### config.mk
export PLATFORM = sky130hd
export DESIGN_NAME = ram_read_check
export DESIGN_NICKNAME = d
export VERILOG_FILES = /design/src/rtl/ram_read_check.sv
export SDC_FILE = /design/constraint.sdc
export NUM_CORES = 1
export LEC_CHECK = 0
export CAP_MARGIN = 20
export CORE_ASPECT_RATIO = 2
export CORE_MARGIN = 10
export CORE_UTILIZATION = 45
export CTS_CLUSTER_SIZE = 30
export DETAILED_ROUTE_END_ITERATION = 6
export GPL_ROUTABILITY_DRIVEN = 0
export PLACE_DENSITY = 0.7
export RECOVER_POWER = 25
export SYNTH_ARGS = -nofsm -noshare
export SYNTH_HDL_FRONTEND = slang
export SYNTH_SLANG_ARGS = --single-unit
### constraint.sdc
create_clock -name clk -period 30.6 [get_ports clk]
set_clock_uncertainty 0.2 [all_clocks]
set_input_delay 6.12 -clock clk [delete_from_list [all_inputs] [get_ports clk]]
set_output_delay 6.12 -clock clk [all_outputs]
set_load 0.02 [all_outputs]
### src/rtl/ram_read_check.sv
// ram_read_check: sweeps a BRAM region after the write engine finishes and
// compares every word against the ramp init_data + word_index.
// Optional feature macro: CHK_ERR_INJECT_EN adds port err_inj, which flips
// bit 0 of the expected value of word 0 so the error path can be exercised.
module ram_read_check #(
    parameter int RD_LAT = 1,   // BRAM read latency, 1..3
    parameter int ERR_W  = 16   // saturating error counter width
) (
    input  logic             clk,
    input  logic             rst,
    input  logic [31:0]      ram_din,
    output logic             ram_en,
    output logic [3:0]       ram_we,
    output logic             ram_rst,
    output logic [31:0]      ram_addr,
    input  logic             chk_start,
`ifdef CHK_ERR_INJECT_EN
    input  logic             err_inj,
`endif
    input  logic [31:0]      start_addr,
    input  logic [31:0]      len,
    input  logic [31:0]      init_data,
    output logic             chk_busy,
    output logic             chk_done,
    output logic             chk_pass,
    output logic [ERR_W-1:0] err_cnt,
    output logic [31:0]      first_err_addr,
    output logic [31:0]      first_err_data
);

    typedef enum logic [1:0] {
        S_IDLE,
        S_ISSUE,
        S_DRAIN,
        S_DONE
    } state_t;

    // One entry per outstanding read, travelling alongside the BRAM pipeline.
    typedef struct packed {
        logic        valid;
        logic [31:0] addr;
        logic [31:0] expd;
    } tag_t;

    state_t           state_q, state_d;
    logic             ram_en_q, ram_en_d;
    logic [31:0]      ram_addr_q, ram_addr_d;
    logic [31:0]      idx_q, idx_d;          // index of the word currently on ram_addr
    logic [31:0]      n_q, n_d;              // number of words in the region
    logic [31:0]      init_q, init_d;
    logic [1:0]       drain_cnt_q, drain_cnt_d;
    logic             busy_q, busy_d;
    logic             done_q, done_d;
    logic             pass_q, pass_d;
    logic [ERR_W-1:0] err_cnt_q, err_cnt_d;
    logic [31:0]      first_addr_q, first_addr_d;
    logic [31:0]      first_data_q, first_data_d;
    tag_t             dly_q [RD_LAT];
    tag_t             dly_d [RD_LAT];
    logic [31:0]      exp_cur;
`ifdef CHK_ERR_INJECT_EN
    logic             inj_q, inj_d;
`endif

    // Byte-granular length bits below a word are don't-care.
    logic len_lsb_unused;
    assign len_lsb_unused = ^len[1:0];

    // Next-state, delay line shift and compare logic.
    always_comb begin
        // NOTE: every signal gets its hold value first so no path through the
        // case statement leaves one unassigned and infers a latch.
        state_d      = state_q;
        ram_en_d     = ram_en_q;
        ram_addr_d   = ram_addr_q;
        idx_d        = idx_q;
        n_d          = n_q;
        init_d       = init_q;
        drain_cnt_d  = drain_cnt_q;
        busy_d       = busy_q;
        done_d       = 1'b0;
        pass_d       = pass_q;
        err_cnt_d    = err_cnt_q;
        first_addr_d = first_addr_q;
        first_data_d = first_data_q;
`ifdef CHK_ERR_INJECT_EN
        inj_d        = inj_q;
`endif

        // Expected ramp value for the word being issued, 32-bit wrap-around.
        exp_cur = init_q + idx_q;
`ifdef CHK_ERR_INJECT_EN
        if (inj_q && (idx_q == 32'd0)) begin
            exp_cur = exp_cur ^ 32'h1;
        end
`endif

        // The tag enters the delay line on the same edge the BRAM samples the
        // address, so the last stage lines up with ram_din.
        dly_d[0].valid = ram_en_q;
        dly_d[0].addr  = ram_addr_q;
        dly_d[0].expd  = exp_cur;
        for (int i = 1; i < RD_LAT; i++) begin
            dly_d[i] = dly_q[i-1];
        end

        if (dly_q[RD_LAT-1].valid && (ram_din != dly_q[RD_LAT-1].expd)) begin
            if (err_cnt_q != '1) begin
                err_cnt_d = err_cnt_q + ERR_W'(1);
            end
            if (err_cnt_q == '0) begin
                first_addr_d = dly_q[RD_LAT-1].addr;
                first_data_d = ram_din;
            end
        end

        case (state_q)
            S_IDLE: begin
                if (chk_start) begin
                    init_d       = init_data;
                    n_d          = {2'b00, len[31:2]};
                    idx_d        = 32'd0;
                    err_cnt_d    = '0;
                    first_addr_d = 32'd0;
                    first_data_d = 32'd0;
                    pass_d       = 1'b0;
                    busy_d       = 1'b1;
`ifdef CHK_ERR_INJECT_EN
                    inj_d        = err_inj;
`endif
                    if (len[31:2] == 30'd0) begin
                        state_d = S_DONE;
                    end else begin
                        ram_en_d   = 1'b1;
                        ram_addr_d = start_addr;
                        state_d    = S_ISSUE;
                    end
                end
            end
            S_ISSUE: begin
                if (idx_q == n_q - 32'd1) begin
                    ram_en_d    = 1'b0;
                    drain_cnt_d = 2'd0;
                    state_d     = S_DRAIN;
                end else begin
                    ram_addr_d = ram_addr_q + 32'd4;
                    idx_d      = idx_q + 32'd1;
                end
            end
            S_DRAIN: begin
                // The last compare happens on the edge that leaves DRAIN.
                if (drain_cnt_q == 2'(RD_LAT - 1)) begin
                    state_d = S_DONE;
                end else begin
                    drain_cnt_d = drain_cnt_q + 2'd1;
                end
            end
            S_DONE: begin
                done_d  = 1'b1;
                busy_d  = 1'b0;
                pass_d  = (err_cnt_q == '0);
                state_d = S_IDLE;
            end
            default: state_d = S_IDLE;
        endcase
    end

    // State register; reset aborts any sweep immediately.
    always_ff @(posedge clk or posedge rst) begin
        if (rst) begin
            // NOTE: non-blocking assignments throughout so every flop samples
            // the pre-edge values regardless of statement order.
            state_q      <= S_IDLE;
            ram_en_q     <= 1'b0;
            ram_addr_q   <= 32'd0;
            idx_q        <= 32'd0;
            n_q          <= 32'd0;
            init_q       <= 32'd0;
            drain_cnt_q  <= 2'd0;
            busy_q       <= 1'b0;
            done_q       <= 1'b0;
            pass_q       <= 1'b0;
            err_cnt_q    <= '0;
            first_addr_q <= 32'd0;
            first_data_q <= 32'd0;
`ifdef CHK_ERR_INJECT_EN
            inj_q        <= 1'b0;
`endif
            // NOTE: the delay line is reset because a stale valid bit would
            // fire a compare after reset; it is only RD_LAT entries deep.
            for (int i = 0; i < RD_LAT; i++) begin
                dly_q[i] <= '0;
            end
        end else begin
            state_q      <= state_d;
            ram_en_q     <= ram_en_d;
            ram_addr_q   <= ram_addr_d;
            idx_q        <= idx_d;
            n_q          <= n_d;
            init_q       <= init_d;
            drain_cnt_q  <= drain_cnt_d;
            busy_q       <= busy_d;
            done_q       <= done_d;
            pass_q       <= pass_d;
            err_cnt_q    <= err_cnt_d;
            first_addr_q <= first_addr_d;
            first_data_q <= first_data_d;
`ifdef CHK_ERR_INJECT_EN
            inj_q        <= inj_d;
`endif
            for (int i = 0; i < RD_LAT; i++) begin
                dly_q[i] <= dly_d[i];
            end
        end
    end

    assign ram_en         = ram_en_q;
    assign ram_addr       = ram_addr_q;
    assign ram_we         = 4'h0;
    assign ram_rst        = 1'b0;
    assign chk_busy       = busy_q;
    assign chk_done       = done_q;
    assign chk_pass       = pass_q;
    assign err_cnt        = err_cnt_q;
    assign first_err_addr = first_addr_q;
    assign first_err_data = first_data_q;

endmodule

==> run_summary.xml, run 1 <==
<?xml version="1.0" encoding="UTF-8"?>
<metrics>
  <group name="status">
    <metric name="run_status" unit="">finished, violations left</metric>
    <metric name="violations" unit="">max-capacitance violations, max-slew violations</metric>
  </group>
  <group name="place">
    <metric name="placement.io_buffers" unit="">244</metric>
    <metric name="place_hpwl" unit="um">33000</metric>
    <metric name="place_area" unit="mm^2">0.0175</metric>
  </group>
  <group name="global_route">
    <metric name="global_route.overflow_total" unit="">0</metric>
    <metric name="grt_pass1_wl" unit="um">68000</metric>
    <metric name="gr-usage-all-layers" unit="%">20.7</metric>
    <metric name="grt_antenna_before_repair" unit="">4</metric>
    <metric name="grt_pass1_vias" unit="">12800</metric>
    <metric name="grt_max_degree" unit="">127</metric>
  </group>
  <group name="synthesis">
    <metric name="synth_ff_type" unit="">sky130_fd_sc_hd__dfrtp_1</metric>
    <metric name="post_synth_instance_area" unit="mm^2">0.0147</metric>
    <metric name="post_synth_num_cell_types" unit="">79</metric>
    <metric name="synth_enable_flop_cells" unit="">0</metric>
    <metric name="yosys.area_share.xor_xnor" unit="%">6.84</metric>
    <metric name="post_synthesis_mux_area_share" unit="%">5.82</metric>
    <metric name="synth-adder-area-share" unit="%">3.62</metric>
    <metric name="yosysSeqAreaShare" unit="%">47.4</metric>
    <metric name="synth_async_reset_ratio" unit="%">100</metric>
    <metric name="syn-instance-count" unit="">1555</metric>
    <metric name="combinational_family_with_the_most_area_after_synthesis" unit="">simple AND/OR/NAND/NOR gates</metric>
    <metric name="post_synth.cell_area_avg" unit="um^2">9.47</metric>
    <metric name="synth.ff_latch_count" unit="">279</metric>
    <metric name="yosysWarningCount" unit="">0</metric>
    <metric name="synthSimpleGateAreaFrac" unit="%">22.0</metric>
    <metric name="synth_compound_area_share" unit="%">11.1</metric>
  </group>
  <group name="setup_path">
    <metric name="worst_setup_path_start_kind" unit="">primary input</metric>
    <metric name="top_fanout_value_on_the_critical_path" unit="">126</metric>
    <metric name="critical_path_required" unit="ps">30940</metric>
    <metric name="critical_path.top_delay_family" unit="">buffers and inverters</metric>
    <metric name="crit_path_max_incr_delay" unit="ps">3000</metric>
    <metric name="critPathBufInv" unit="">3</metric>
    <metric name="crit_path_cell_trace" unit="">dlygate4sd3_1 -&gt; clkinvlp_2 -&gt; buf_4</metric>
    <metric name="cp_slowest_cell" unit="">sky130_fd_sc_hd__clkinvlp_2</metric>
    <metric name="arrival" unit="ps">10920</metric>
    <metric name="worstSetupEndpointType" unit="">async pin</metric>
    <metric name="worstSetupPathType" unit="">in -&gt; async</metric>
  </group>
  <group name="floorplan">
    <metric name="num_io_pins" unit="">252</metric>
    <metric name="chipWidth" unit="um">148</metric>
    <metric name="die_y" unit="um">276</metric>
    <metric name="rows" unit="">93</metric>
    <metric name="die_area" unit="mm^2">0.0408</metric>
    <metric name="floorplan.core_area" unit="mm^2">0.0322</metric>
    <metric name="start_util" unit="%">45.7</metric>
  </group>
  <group name="finish">
    <metric name="number_of_fill_cells_in_the_layout" unit="">2865</metric>
    <metric name="multi_input_area" unit="mm^2">0.00731</metric>
    <metric name="final_layout_size_suffix_gt1_share" unit="%">4.52</metric>
    <metric name="ff_latch_area" unit="mm^2">0.00698</metric>
    <metric name="final_net_count" unit="">1945</metric>
    <metric name="layout_common_cells" unit="">279 x sky130_fd_sc_hd__dfrtp_1, 270 x sky130_fd_sc_hd__nand2_1, 242 x sky130_fd_sc_hd__clkdlybuf4s50_1, 141 x sky130_fd_sc_hd__nor2_1, 80 x sky130_fd_sc_hd__mux2i_1</metric>
    <metric name="most_frequent_standard_cell_in_the_layout_excluding_fill_and_tap_cells" unit="">sky130_fd_sc_hd__dfrtp_1</metric>
    <metric name="postLayoutCoreUtil" unit="%">57.5</metric>
    <metric name="areaGrowthSynthToFinish" unit="%">25.9</metric>
    <metric name="postLayoutCellArea" unit="mm^2">0.0185</metric>
  </group>
  <group name="power">
    <metric name="power.static_leakage" unit="nW">8.52</metric>
    <metric name="vdd_ir_max" unit="uV">71.3</metric>
    <metric name="finalPower" unit="mW">1.79</metric>
    <metric name="power_per_cell_area" unit="mW/mm^2">96.4</metric>
  </group>
  <group name="timing">
    <metric name="period_share" unit="%">34.6</metric>
    <metric name="finalWorstPathRequiredPeriod" unit="ps">10580</metric>
    <metric name="maxSlewViolCount" unit="">178</metric>
    <metric name="fin_tns_setup" unit="ps">0</metric>
    <metric name="final_hold_viol_count" unit="">0</metric>
    <metric name="slew-limit-headroom" unit="%">-261</metric>
    <metric name="worst_pin_slew" unit="ps">5390</metric>
    <metric name="fmax" unit="MHz">94.5</metric>
    <metric name="finalSetupViolCount" unit="">0</metric>
    <metric name="grt_setup_unrepaired" unit="">no</metric>
  </group>
  <group name="drt">
    <metric name="drc" unit="">0</metric>
    <metric name="first_pass_iters" unit="">5</metric>
    <metric name="drt-initial-drc-count" unit="">721</metric>
    <metric name="detail_route.vias_per_cell" unit="">5.58</metric>
    <metric name="post_route_antenna_net_violation_count" unit="">0</metric>
    <metric name="avgRoutedWirePerCell" unit="um">19.7</metric>
    <metric name="wirelength" unit="um">43800</metric>
    <metric name="vias_after_detailed_routing" unit="">12400</metric>
  </group>
  <group name="clocking">
    <metric name="clkLatencyLatePin" unit="ps">560</metric>
    <metric name="cts_max_level" unit="">1</metric>
    <metric name="max-clock-path-buffers" unit="">3</metric>
    <metric name="cts-buffers-inserted" unit="">26</metric>
    <metric name="cts.repair_timing.setup_buffer_count" unit="">0</metric>
    <metric name="cts_num_sinks" unit="">279</metric>
    <metric name="cts.hold.buffers_added" unit="">0</metric>
    <metric name="cts.root.buffer_cell" unit="">sky130_fd_sc_hd__clkbuf_16</metric>
    <metric name="clk_pin_slew_worst_paths" unit="ps">70</metric>
    <metric name="tritoncts" unit="">built</metric>
    <metric name="postCtsResizedCells" unit="">0</metric>
  </group>
  <group name="flow_run">
    <metric name="max_cap_violations" unit="">2</metric>
  </group>
  <group name="worst_hold_path">
    <metric name="worstHoldPathType" unit="">reg -&gt; reg</metric>
  </group>
</metrics>
==> path summary, 6_finish.rpt <==
| check | from | to | cells past startpoint | slack [ps] |
|---|---|---|---|---|
| max | rst | first_err_addr[16]$_DFF_PP0_ | 3 | 20020 |
| min | ram_en$_DFFE_PP0P_ | dly_q[64]$_DFF_PP0_ | 0 | 220 |
| max reg2reg | n_q[0]$_DFFE_PP0P_ | idx_q[24]$_DFFE_PP0P_ | 12 | 23720 |
| min reg2reg | ram_en$_DFFE_PP0P_ | dly_q[64]$_DFF_PP0_ | 0 | 220 |
| max in group clk | ram_din[7] | first_err_addr[26]$_DFF_PP0_ | 9 | 21280 |
| min in group asynchronous | rst | init_q[10]$_DFFE_PP0P_ | 2 | 7490 |
==> logic make-up after synthesis <==
group / count (synthesis)
other: 1
buffers and inverters: 113
XOR/XNOR: 115
multiplexers: 85
AO/OA/AOI/OAI: 244
AND/OR/NAND/NOR: 676
adder cells (fa/ha/maj): 42
flip-flops: 279
==> Yosys cell counts (all sizes together), types with 14 or more instances <==
cell	count	area [um^2]
a21oi	62	310
nand4	34	213
ha	41	513
dfrtp	279	6980
xor2	66	578
inv	40	150
nor2	143	539
o21ai	40	200
clkbuf	53	199
xnor2	49	429
nor4	37	265
buf	20	124
and3	19	119
nand2	271	1020
mux2i	80	801
nor3	33	176
or3	20	125
a211oi	14	105
nand3	43	215
==> report_power, final <==
| part | total, mW | switching (mW) | internal (mW) |
|---|---|---|---|
| registers | 0.646 | 0.134 | 0.512 |
| logic | 0.771 | 0.445 | 0.326 |
| clock network | 0.372 | 0.146 | 0.226 |
| total | 1.79 | 0.725 | 1.06 |
==> stage by stage <==
stage / instances / setup slack [ps] / hold WS, ps
finish: 2222 / 20020 / 220
global route: 2222 / 19140 / 257
CTS: 2217 / 21250 / 231
detailed placement: 2169 / 20710 / 220
global placement: 2169 / 20750 / 212
floorplan: 1559 / 16590 / 250
==> sequential cells by signal, summed over array words and instances (netlist names) <==
name,count
dly_q,65
first_err_addr,32
first_err_data,32
idx_q,32
init_q,32
ram_addr,32
n_q,30
err_cnt,16
drain_cnt_q,2
state_q,2
chk_busy,1
chk_done,1
chk_pass,1
ram_en,1
==> cell type report <==
class,count,share of cell area [%]
inverters,40,0.816
clock inverters,15,1.38
well taps,427,2.88
flip-flops and latches,279,37.6
multi-input cells,1167,39.4
clock buffers,33,3.87
diodes,3,0.0405
repair buffers,258,13.9
==> routing by layer <==
| metal | up-vias | part of all wire [%] | GRT usage [%] |
|---|---|---|---|
| met5 | - | 0 | 0 |
| met4 | 0 | 5.8 | 12.9 |
| met3 | 129 | 4.5 | 3.13 |
| met2 | 351 | 55 | 39.1 |
| met1 | 5983 | 35 | 20.7 |
| li1 | 5932 | - | - |
(Power assumes the default switching activity.)
==> inputs of run 2 (changes only) <==
==> constraint.sdc (replaced) <==
create_clock -name clk -period 9.8 [get_ports clk]
set_clock_uncertainty 0.2 [all_clocks]
set_input_delay 1.96 -clock clk [delete_from_list [all_inputs] [get_ports clk]]
set_output_delay 1.96 -clock clk [all_outputs]
set_load 0.02 [all_outputs]
==> run 2 against run 1 <==
  * Total power rose to 3.0 times the previous value
  * Worst setup slack worse by 17000 ps
  * Utilization fell by 0.47 points
  * Highest routed layer is now met5
  * The flow still finishes with violations (max-capacitance violations, max-slew violations)
  * Wire length down 1.5%
  * Die area stayed put
  * Count of clock-buffer cells in the layout is 7 higher
  * Critical endpoint is now idx_q[24]$_DFFE_PP0P_
  * First-iteration DRC count increased by 15%
  * Largest power group unchanged
==> run_summary.xml, run 2 (synthesis results as in run 1) <==
<?xml version="1.0" encoding="UTF-8"?>
<metrics>
  <group name="drt">
    <metric name="wirelength" unit="um">43200</metric>
    <metric name="routed-wl-met2" unit="um">23500</metric>
    <metric name="avgRoutedWirePerCell" unit="um">19.4</metric>
    <metric name="drc" unit="">0</metric>
    <metric name="post_route_antenna_net_violation_count" unit="">0</metric>
    <metric name="first_pass_iters" unit="">5</metric>
    <metric name="maxUsedRoutingLayer" unit="">met5</metric>
    <metric name="detail_route.vias_per_cell" unit="">5.56</metric>
    <metric name="drt-met1-wl" unit="um">15400</metric>
    <metric name="vias_after_detailed_routing" unit="">12300</metric>
    <metric name="drt-initial-drc-count" unit="">827</metric>
    <metric name="routed_wire_length_on_met3" unit="um">2030</metric>
  </group>
  <group name="timing">
    <metric name="fmax" unit="MHz">155</metric>
    <metric name="fin_tns_setup" unit="ps">0</metric>
    <metric name="finalWorstPathRequiredPeriod" unit="ps">6470</metric>
    <metric name="slew-limit-headroom" unit="%">-110</metric>
    <metric name="finalSetupViolCount" unit="">0</metric>
    <metric name="period_share" unit="%">66.0</metric>
    <metric name="timing.hold.ws" unit="ps">226</metric>
    <metric name="worst_pin_slew" unit="ps">3150</metric>
    <metric name="grt_setup_unrepaired" unit="">no</metric>
    <metric name="maxSlewViolCount" unit="">212</metric>
    <metric name="final_hold_viol_count" unit="">0</metric>
  </group>
  <group name="setup_path">
    <metric name="worstSetupPathType" unit="">in -&gt; reg</metric>
    <metric name="cp_slowest_cell" unit="">sky130_fd_sc_hd__and2_0</metric>
    <metric name="arrival" unit="ps">6690</metric>
    <metric name="worstSetupEndpointType" unit="">flip-flop</metric>
    <metric name="worst_setup_path_start_kind" unit="">primary input</metric>
    <metric name="crit_path_max_incr_delay" unit="ps">2280</metric>
    <metric name="crit_path_cell_trace" unit="">dlygate4sd3_1 -&gt; and2_0 -&gt; nand2_1 -&gt; and2_1 -&gt; mux2_1</metric>
    <metric name="top_fanout_value_on_the_critical_path" unit="">62</metric>
    <metric name="critical_path_required" unit="ps">10020</metric>
  </group>
  <group name="clocking">
    <metric name="postCtsResizedCells" unit="">0</metric>
    <metric name="cts.root.buffer_cell" unit="">sky130_fd_sc_hd__clkbuf_16</metric>
    <metric name="clk_pin_slew_worst_paths" unit="ps">60</metric>
    <metric name="cts.repair_timing.setup_buffer_count" unit="">0</metric>
    <metric name="cts.hold.buffers_added" unit="">0</metric>
    <metric name="cts_num_sinks" unit="">279</metric>
    <metric name="max-clock-path-buffers" unit="">3</metric>
    <metric name="tritoncts" unit="">built</metric>
    <metric name="cts_max_level" unit="">1</metric>
    <metric name="cts-buffers-inserted" unit="">26</metric>
    <metric name="clkLatencyLatePin" unit="ps">550</metric>
  </group>
  <group name="flow_run">
    <metric name="max_cap_violations" unit="">4</metric>
  </group>
  <group name="finish">
    <metric name="max_reg_flops" unit="">65</metric>
    <metric name="areaGrowthSynthToFinish" unit="%">24.9</metric>
    <metric name="most_frequent_standard_cell_in_the_layout_excluding_fill_and_tap_cells" unit="">sky130_fd_sc_hd__dfrtp_1</metric>
    <metric name="final_layout_size_suffix_gt1_share" unit="%">4.30</metric>
    <metric name="final_net_count" unit="">1946</metric>
    <metric name="max_flop_register" unit="">dly_q</metric>
    <metric name="layout_common_cells" unit="">279 x sky130_fd_sc_hd__dfrtp_1, 270 x sky130_fd_sc_hd__nand2_1, 242 x sky130_fd_sc_hd__clkdlybuf4s50_1, 141 x sky130_fd_sc_hd__nor2_1, 80 x sky130_fd_sc_hd__mux2i_1</metric>
    <metric name="number_of_fill_cells_in_the_layout" unit="">2882</metric>
  </group>
  <group name="global_route">
    <metric name="gr-usage-all-layers" unit="%">20.7</metric>
    <metric name="global_route.overflow_total" unit="">0</metric>
    <metric name="grt_max_degree" unit="">88</metric>
    <metric name="grt_antenna_before_repair" unit="">2</metric>
    <metric name="grt_pass1_wl" unit="um">67900</metric>
    <metric name="grt_pass1_vias" unit="">12700</metric>
  </group>
  <group name="power">
    <metric name="power.net_switching" unit="mW">2.23</metric>
    <metric name="pwr-share-clk" unit="%">19.0</metric>
    <metric name="cellInternalPower" unit="mW">3.22</metric>
    <metric name="p_sw_share" unit="%">40.9</metric>
    <metric name="combinationalPowerShare" unit="%">43.9</metric>
    <metric name="power.share.sequential" unit="%">37.1</metric>
    <metric name="vdd_ir_max" unit="uV">223</metric>
    <metric name="power_per_cell_area" unit="mW/mm^2">296</metric>
    <metric name="power.static_leakage" unit="nW">8.45</metric>
  </group>
  <group name="floorplan">
    <metric name="num_io_pins" unit="">252</metric>
    <metric name="die_area" unit="mm^2">0.0408</metric>
    <metric name="chipWidth" unit="um">148</metric>
    <metric name="floorplan.core_area" unit="mm^2">0.0322</metric>
    <metric name="die_y" unit="um">276</metric>
    <metric name="start_util" unit="%">45.7</metric>
    <metric name="rows" unit="">93</metric>
  </group>
  <group name="worst_hold_path">
    <metric name="worstHoldPathType" unit="">reg -&gt; reg</metric>
  </group>
  <group name="place">
    <metric name="place_hpwl" unit="um">32700</metric>
    <metric name="placement.io_buffers" unit="">244</metric>
  </group>
  <group name="status">
    <metric name="violations" unit="">max-capacitance violations, max-slew violations</metric>
    <metric name="run_status" unit="">finished, violations left</metric>
  </group>
</metrics>
## run 2: cell types whose count changed in the layout (fill, tap and decap cells not counted), sizes merged
cell,change
clkinv,-2
diode,-2
inv,-1
bufinv,-5
clkbuf,+8
## run 2: per-stage QoR
step	setup slack [ps]	util [%]	total power [mW]	instance area [um^2]	instances
2_1_floorplan	3950	-	3.50	14800	1559
3_3_place_gp	3970	54.4	4.37	17500	2172
3_5_place_dp	3950	54.4	4.43	17500	2172
4_1_cts	4480	57.1	5.49	18400	2219
5_1_grt	2780	57.1	5.81	18400	2220
6_report	3330	57.1	5.44	18400	2220
## run 2: cell type report
type	count	area, um^2	area share (%)
clock inverters	7	87.6	0.476
multi-input cells	1167	7310	39.8
repair buffers	259	2550	13.8
clock buffers	40	774	4.21
diodes	1	2.50	0.0136
flip-flops and latches	279	6980	38.0
well taps	427	534	2.90
inverters	40	151	0.823
## run 2: path summary, 6_finish.rpt
path                            cells past startpoint                           end                from  slack, ps
worst max-delay path                                5         idx_q[24]$_DFFE_PP0P_           chk_start       3330
worst min-delay path                                0           dly_q[64]$_DFF_PP0_  ram_en$_DFFE_PP0P_        230
worst max register to register                     12      ram_addr[22]$_DFFE_PP0P_  n_q[0]$_DFFE_PP0P_       4440
worst min register to register                      0           dly_q[64]$_DFF_PP0_  ram_en$_DFFE_PP0P_        230
max in group asynchronous                           3  first_err_addr[12]$_DFF_PP0_                 rst       4080
min in group asynchronous                           2   first_err_addr[0]$_DFF_PP0_                 rst       2070
## run 2: power groups by stage
stage,combinational [mW],clock (mW),sequential (mW)
5_1_grt,2.62,1.10,2.09
4_1_cts,2.41,1.06,2.02
3_3_place_gp,2.35,0,2.02
3_5_place_dp,2.39,0,2.04
2_1_floorplan,1.39,0,2.11
6_report,2.39,1.03,2.02
## run 2: worst max-delay path: cells and delay by family
| kind | cells | cell delay (ps) |
|---|---|---|
| multiplexers | 1 | 310 |
| AND/OR/NAND/NOR | 3 | 3810 |
| buffers and inverters | 1 | 600 |
## run 2: per-layer routing
metal	track usage (%)	vias up
li1	-	5922
met1	21.2	5902
met2	39.2	405
met3	3.00	109
met4	11.7	2
met5	0	-
==> inputs of run 3 (changes only) <==
==> constraint.sdc (replaced) <==
create_clock -name clk -period 6.1 [get_ports clk]
set_clock_uncertainty 0.2 [all_clocks]
set_input_delay 1.22 -clock clk [delete_from_list [all_inputs] [get_ports clk]]
set_output_delay 1.22 -clock clk [all_outputs]
set_load 0.02 [all_outputs]
==> run 3 against run 2 <==
  * Count of clock-buffer cells in the layout shrank 4
  * Clock power up 63%
  * Worst hold slack got worse by 7.8 ps
  * First-iteration DRC count down 7.3%
  * Register-to-register slack worse by 3100 ps
  * The run still ends with max-capacitance violations, max-slew violations left
  * Critical endpoint unchanged
  * Highest routed layer unchanged
  * Wire length up 0.54%
  * Final cell count is essentially flat
  * Non-clock buffer count shrank 1
  * Sequential share of layout area down 0.054 points
  * Global-route usage increased by 0.17 points
  * Design area up 0.14%
  * Total power grew 62%
==> run_summary.xml, run 3 (synthesis results as in run 1) <==
<?xml version="1.0" encoding="UTF-8"?>
<metrics>
  <group name="setup_path">
    <metric name="r2r_slack" unit="ps">1380</metric>
    <metric name="critical_path_required" unit="ps">6330</metric>
    <metric name="worstSetupPathType" unit="">reg -&gt; reg</metric>
    <metric name="worstReg2RegEnd" unit="">idx_q[24]$_DFFE_PP0P_</metric>
    <metric name="top_fanout_value_on_the_critical_path" unit="">10</metric>
    <metric name="worst_setup_path_start_kind" unit="">flip-flop</metric>
    <metric name="worst_r2r_path_depth" unit="">12</metric>
    <metric name="arrival" unit="ps">4950</metric>
    <metric name="r2r-start" unit="">n_q[0]$_DFFE_PP0P_</metric>
    <metric name="worstSetupEndpointType" unit="">flip-flop</metric>
  </group>
  <group name="global_route">
    <metric name="gr-usage-all-layers" unit="%">20.9</metric>
    <metric name="grt_pass1_wl" unit="um">68800</metric>
    <metric name="grt_antenna_before_repair" unit="">4</metric>
    <metric name="global_route.overflow_total" unit="">0</metric>
    <metric name="grt_max_degree" unit="">141</metric>
    <metric name="grt_pass1_vias" unit="">12700</metric>
  </group>
  <group name="timing">
    <metric name="worst_pin_slew" unit="ps">3400</metric>
    <metric name="post-route-worst-setup-slack" unit="ps">1380</metric>
    <metric name="slew-limit-headroom" unit="%">-127</metric>
    <metric name="finalSetupViolCount" unit="">0</metric>
    <metric name="period_share" unit="%">77.4</metric>
    <metric name="finalWorstPathRequiredPeriod" unit="ps">4720</metric>
    <metric name="fmax" unit="MHz">212</metric>
    <metric name="maxSlewViolCount" unit="">281</metric>
    <metric name="fin_tns_setup" unit="ps">0</metric>
    <metric name="grt_setup_unrepaired" unit="">no</metric>
    <metric name="final_hold_viol_count" unit="">0</metric>
  </group>
  <group name="floorplan">
    <metric name="chipWidth" unit="um">148</metric>
    <metric name="num_io_pins" unit="">252</metric>
    <metric name="die_area" unit="mm^2">0.0408</metric>
    <metric name="floorplan.core_area" unit="mm^2">0.0322</metric>
    <metric name="start_util" unit="%">45.7</metric>
    <metric name="rows" unit="">93</metric>
    <metric name="die_y" unit="um">276</metric>
  </group>
  <group name="clocking">
    <metric name="clkLatencyLatePin" unit="ps">560</metric>
    <metric name="cts.hold.buffers_added" unit="">0</metric>
    <metric name="cts.root.buffer_cell" unit="">sky130_fd_sc_hd__clkbuf_16</metric>
    <metric name="cts_max_level" unit="">1</metric>
    <metric name="postCtsResizedCells" unit="">0</metric>
    <metric name="cts_num_sinks" unit="">279</metric>
    <metric name="cts-buffers-inserted" unit="">27</metric>
    <metric name="max-clock-path-buffers" unit="">3</metric>
    <metric name="cts.repair_timing.setup_buffer_count" unit="">0</metric>
    <metric name="clk_pin_slew_worst_paths" unit="ps">70</metric>
    <metric name="tritoncts" unit="">built</metric>
  </group>
  <group name="finish">
    <metric name="ff_latch_area" unit="mm^2">0.00698</metric>
    <metric name="areaGrowthSynthToFinish" unit="%">25.0</metric>
    <metric name="final_layout_size_suffix_gt1_share" unit="%">4.63</metric>
    <metric name="multi_input_area" unit="mm^2">0.00732</metric>
    <metric name="max_flop_register" unit="">dly_q</metric>
    <metric name="number_of_fill_cells_in_the_layout" unit="">2914</metric>
    <metric name="max_reg_flops" unit="">65</metric>
    <metric name="postLayoutCellArea" unit="mm^2">0.0184</metric>
    <metric name="final_net_count" unit="">1946</metric>
    <metric name="most_frequent_standard_cell_in_the_layout_excluding_fill_and_tap_cells" unit="">sky130_fd_sc_hd__dfrtp_1</metric>
    <metric name="layout_common_cells" unit="">279 x sky130_fd_sc_hd__dfrtp_1, 270 x sky130_fd_sc_hd__nand2_1, 242 x sky130_fd_sc_hd__clkdlybuf4s50_1, 141 x sky130_fd_sc_hd__nor2_1, 80 x sky130_fd_sc_hd__mux2i_1</metric>
  </group>
  <group name="drt">
    <metric name="drt-initial-drc-count" unit="">767</metric>
    <metric name="drc" unit="">0</metric>
    <metric name="detail_route.vias_per_cell" unit="">5.57</metric>
    <metric name="vias_after_detailed_routing" unit="">12400</metric>
    <metric name="first_pass_iters" unit="">5</metric>
    <metric name="avgRoutedWirePerCell" unit="um">19.5</metric>
    <metric name="wirelength" unit="um">43400</metric>
    <metric name="post_route_antenna_net_violation_count" unit="">0</metric>
  </group>
  <group name="power">
    <metric name="power.static_leakage" unit="nW">8.47</metric>
    <metric name="p_sw_share" unit="%">41.3</metric>
    <metric name="vdd_ir_max" unit="uV">333</metric>
    <metric name="pwr-share-clk" unit="%">19.1</metric>
    <metric name="power.net_switching" unit="mW">3.63</metric>
    <metric name="cellInternalPower" unit="mW">5.16</metric>
    <metric name="power.share.sequential" unit="%">37.0</metric>
    <metric name="power_per_cell_area" unit="mW/mm^2">477</metric>
    <metric name="combinationalPowerShare" unit="%">44.0</metric>
  </group>
  <group name="place">
    <metric name="place_area" unit="mm^2">0.0176</metric>
    <metric name="place_hpwl" unit="um">32400</metric>
    <metric name="placement.io_buffers" unit="">244</metric>
    <metric name="place_ws" unit="ps">1180</metric>
  </group>
  <group name="flow_run">
    <metric name="max_cap_violations" unit="">2</metric>
  </group>
  <group name="status">
    <metric name="run_status" unit="">finished, violations left</metric>
    <metric name="violations" unit="">max-capacitance violations, max-slew violations</metric>
  </group>
  <group name="worst_hold_path">
    <metric name="worstHoldPathType" unit="">reg -&gt; reg</metric>
    <metric name="worst_hold_startpoint" unit="">ram_en$_DFFE_PP0P_</metric>
    <metric name="timing.hold.worst_path_depth" unit="">0</metric>
    <metric name="worst_hold_path.endpoint" unit="">dly_q[64]$_DFF_PP0_</metric>
  </group>
</metrics>
==> run 3: worst max path at each step <==
stage                                  start                            to  slack, ps
final                     n_q[0]$_DFFE_PP0P_         idx_q[24]$_DFFE_PP0P_       1380
after global routing                     rst           n_q[19]$_DFFE_PP0P_        780
after CTS                 n_q[0]$_DFFE_PP0P_         idx_q[24]$_DFFE_PP0P_       1400
after detailed placement          ram_din[9]  first_err_data[20]$_DFF_PP0_       1180
after global placement            ram_din[9]   first_err_data[7]$_DFF_PP0_       1280
after floorplan                          rst          chk_busy$_DFFE_PP0P_        990
==> run 3: worst max-delay path, stage by stage, from the launching register on <==
cell	delay (ps)
sky130_fd_sc_hd__dfrtp_1	430
sky130_fd_sc_hd__inv_1	100
sky130_fd_sc_hd__ha_1	260
sky130_fd_sc_hd__nor3b_2	630
sky130_fd_sc_hd__nand3_1	370
sky130_fd_sc_hd__o31a_1	390
sky130_fd_sc_hd__nor4_1	350
sky130_fd_sc_hd__nand4_1	190
sky130_fd_sc_hd__nor4_4	610
sky130_fd_sc_hd__buf_4	260
sky130_fd_sc_hd__a21oi_1	270
sky130_fd_sc_hd__nand4_1	220
sky130_fd_sc_hd__mux2_1	330
==> run 3: layout make-up <==
type / instances / share of cell area, %
sequential: 279 / 37.9
clock inverter: 12 / 0.672
clock buffer: 36 / 4.07
tap: 427 / 2.90
inverter: 40 / 0.822
antenna: 3 / 0.0408
timing repair buffer: 258 / 13.9
multi-input combinational: 1167 / 39.7
==> run 3: metal layers <==
| metal | GRT usage [%] | vias up | wire length (um) |
|---|---|---|---|
| met1 | 21.7 | 5968 | 15500 |
| met4 | 11.2 | 2 | 2270 |
| li1 | - | 5932 | - |
| met5 | 0 | - | 12 |
| met2 | 39.3 | 363 | 23600 |
| met3 | 3.23 | 105 | 2080 |
==> run 3: power by group through the flow <==
stage               registers (mW)  clock network [mW]  logic, mW
floorplan                     3.39                   0       2.23
detailed placement            3.28                   0       3.87
CTS                           3.25                1.72       3.90
finish                        3.25                1.68       3.87
global placement              3.25                   0       3.78
global route                  3.35                1.79       4.24
==> run 3: per-stage QoR <==
step | util (%) | total power, mW | instances | hold WS, ps
global placement | 54.5 | 7.03 | 2171 | 206
finish | 57.1 | 8.79 | 2222 | 218
floorplan | - | 5.62 | 1559 | 250
CTS | 57.2 | 8.87 | 2219 | 236
global route | 57.1 | 9.38 | 2222 | 256
detailed placement | 54.5 | 7.15 | 2171 | 213
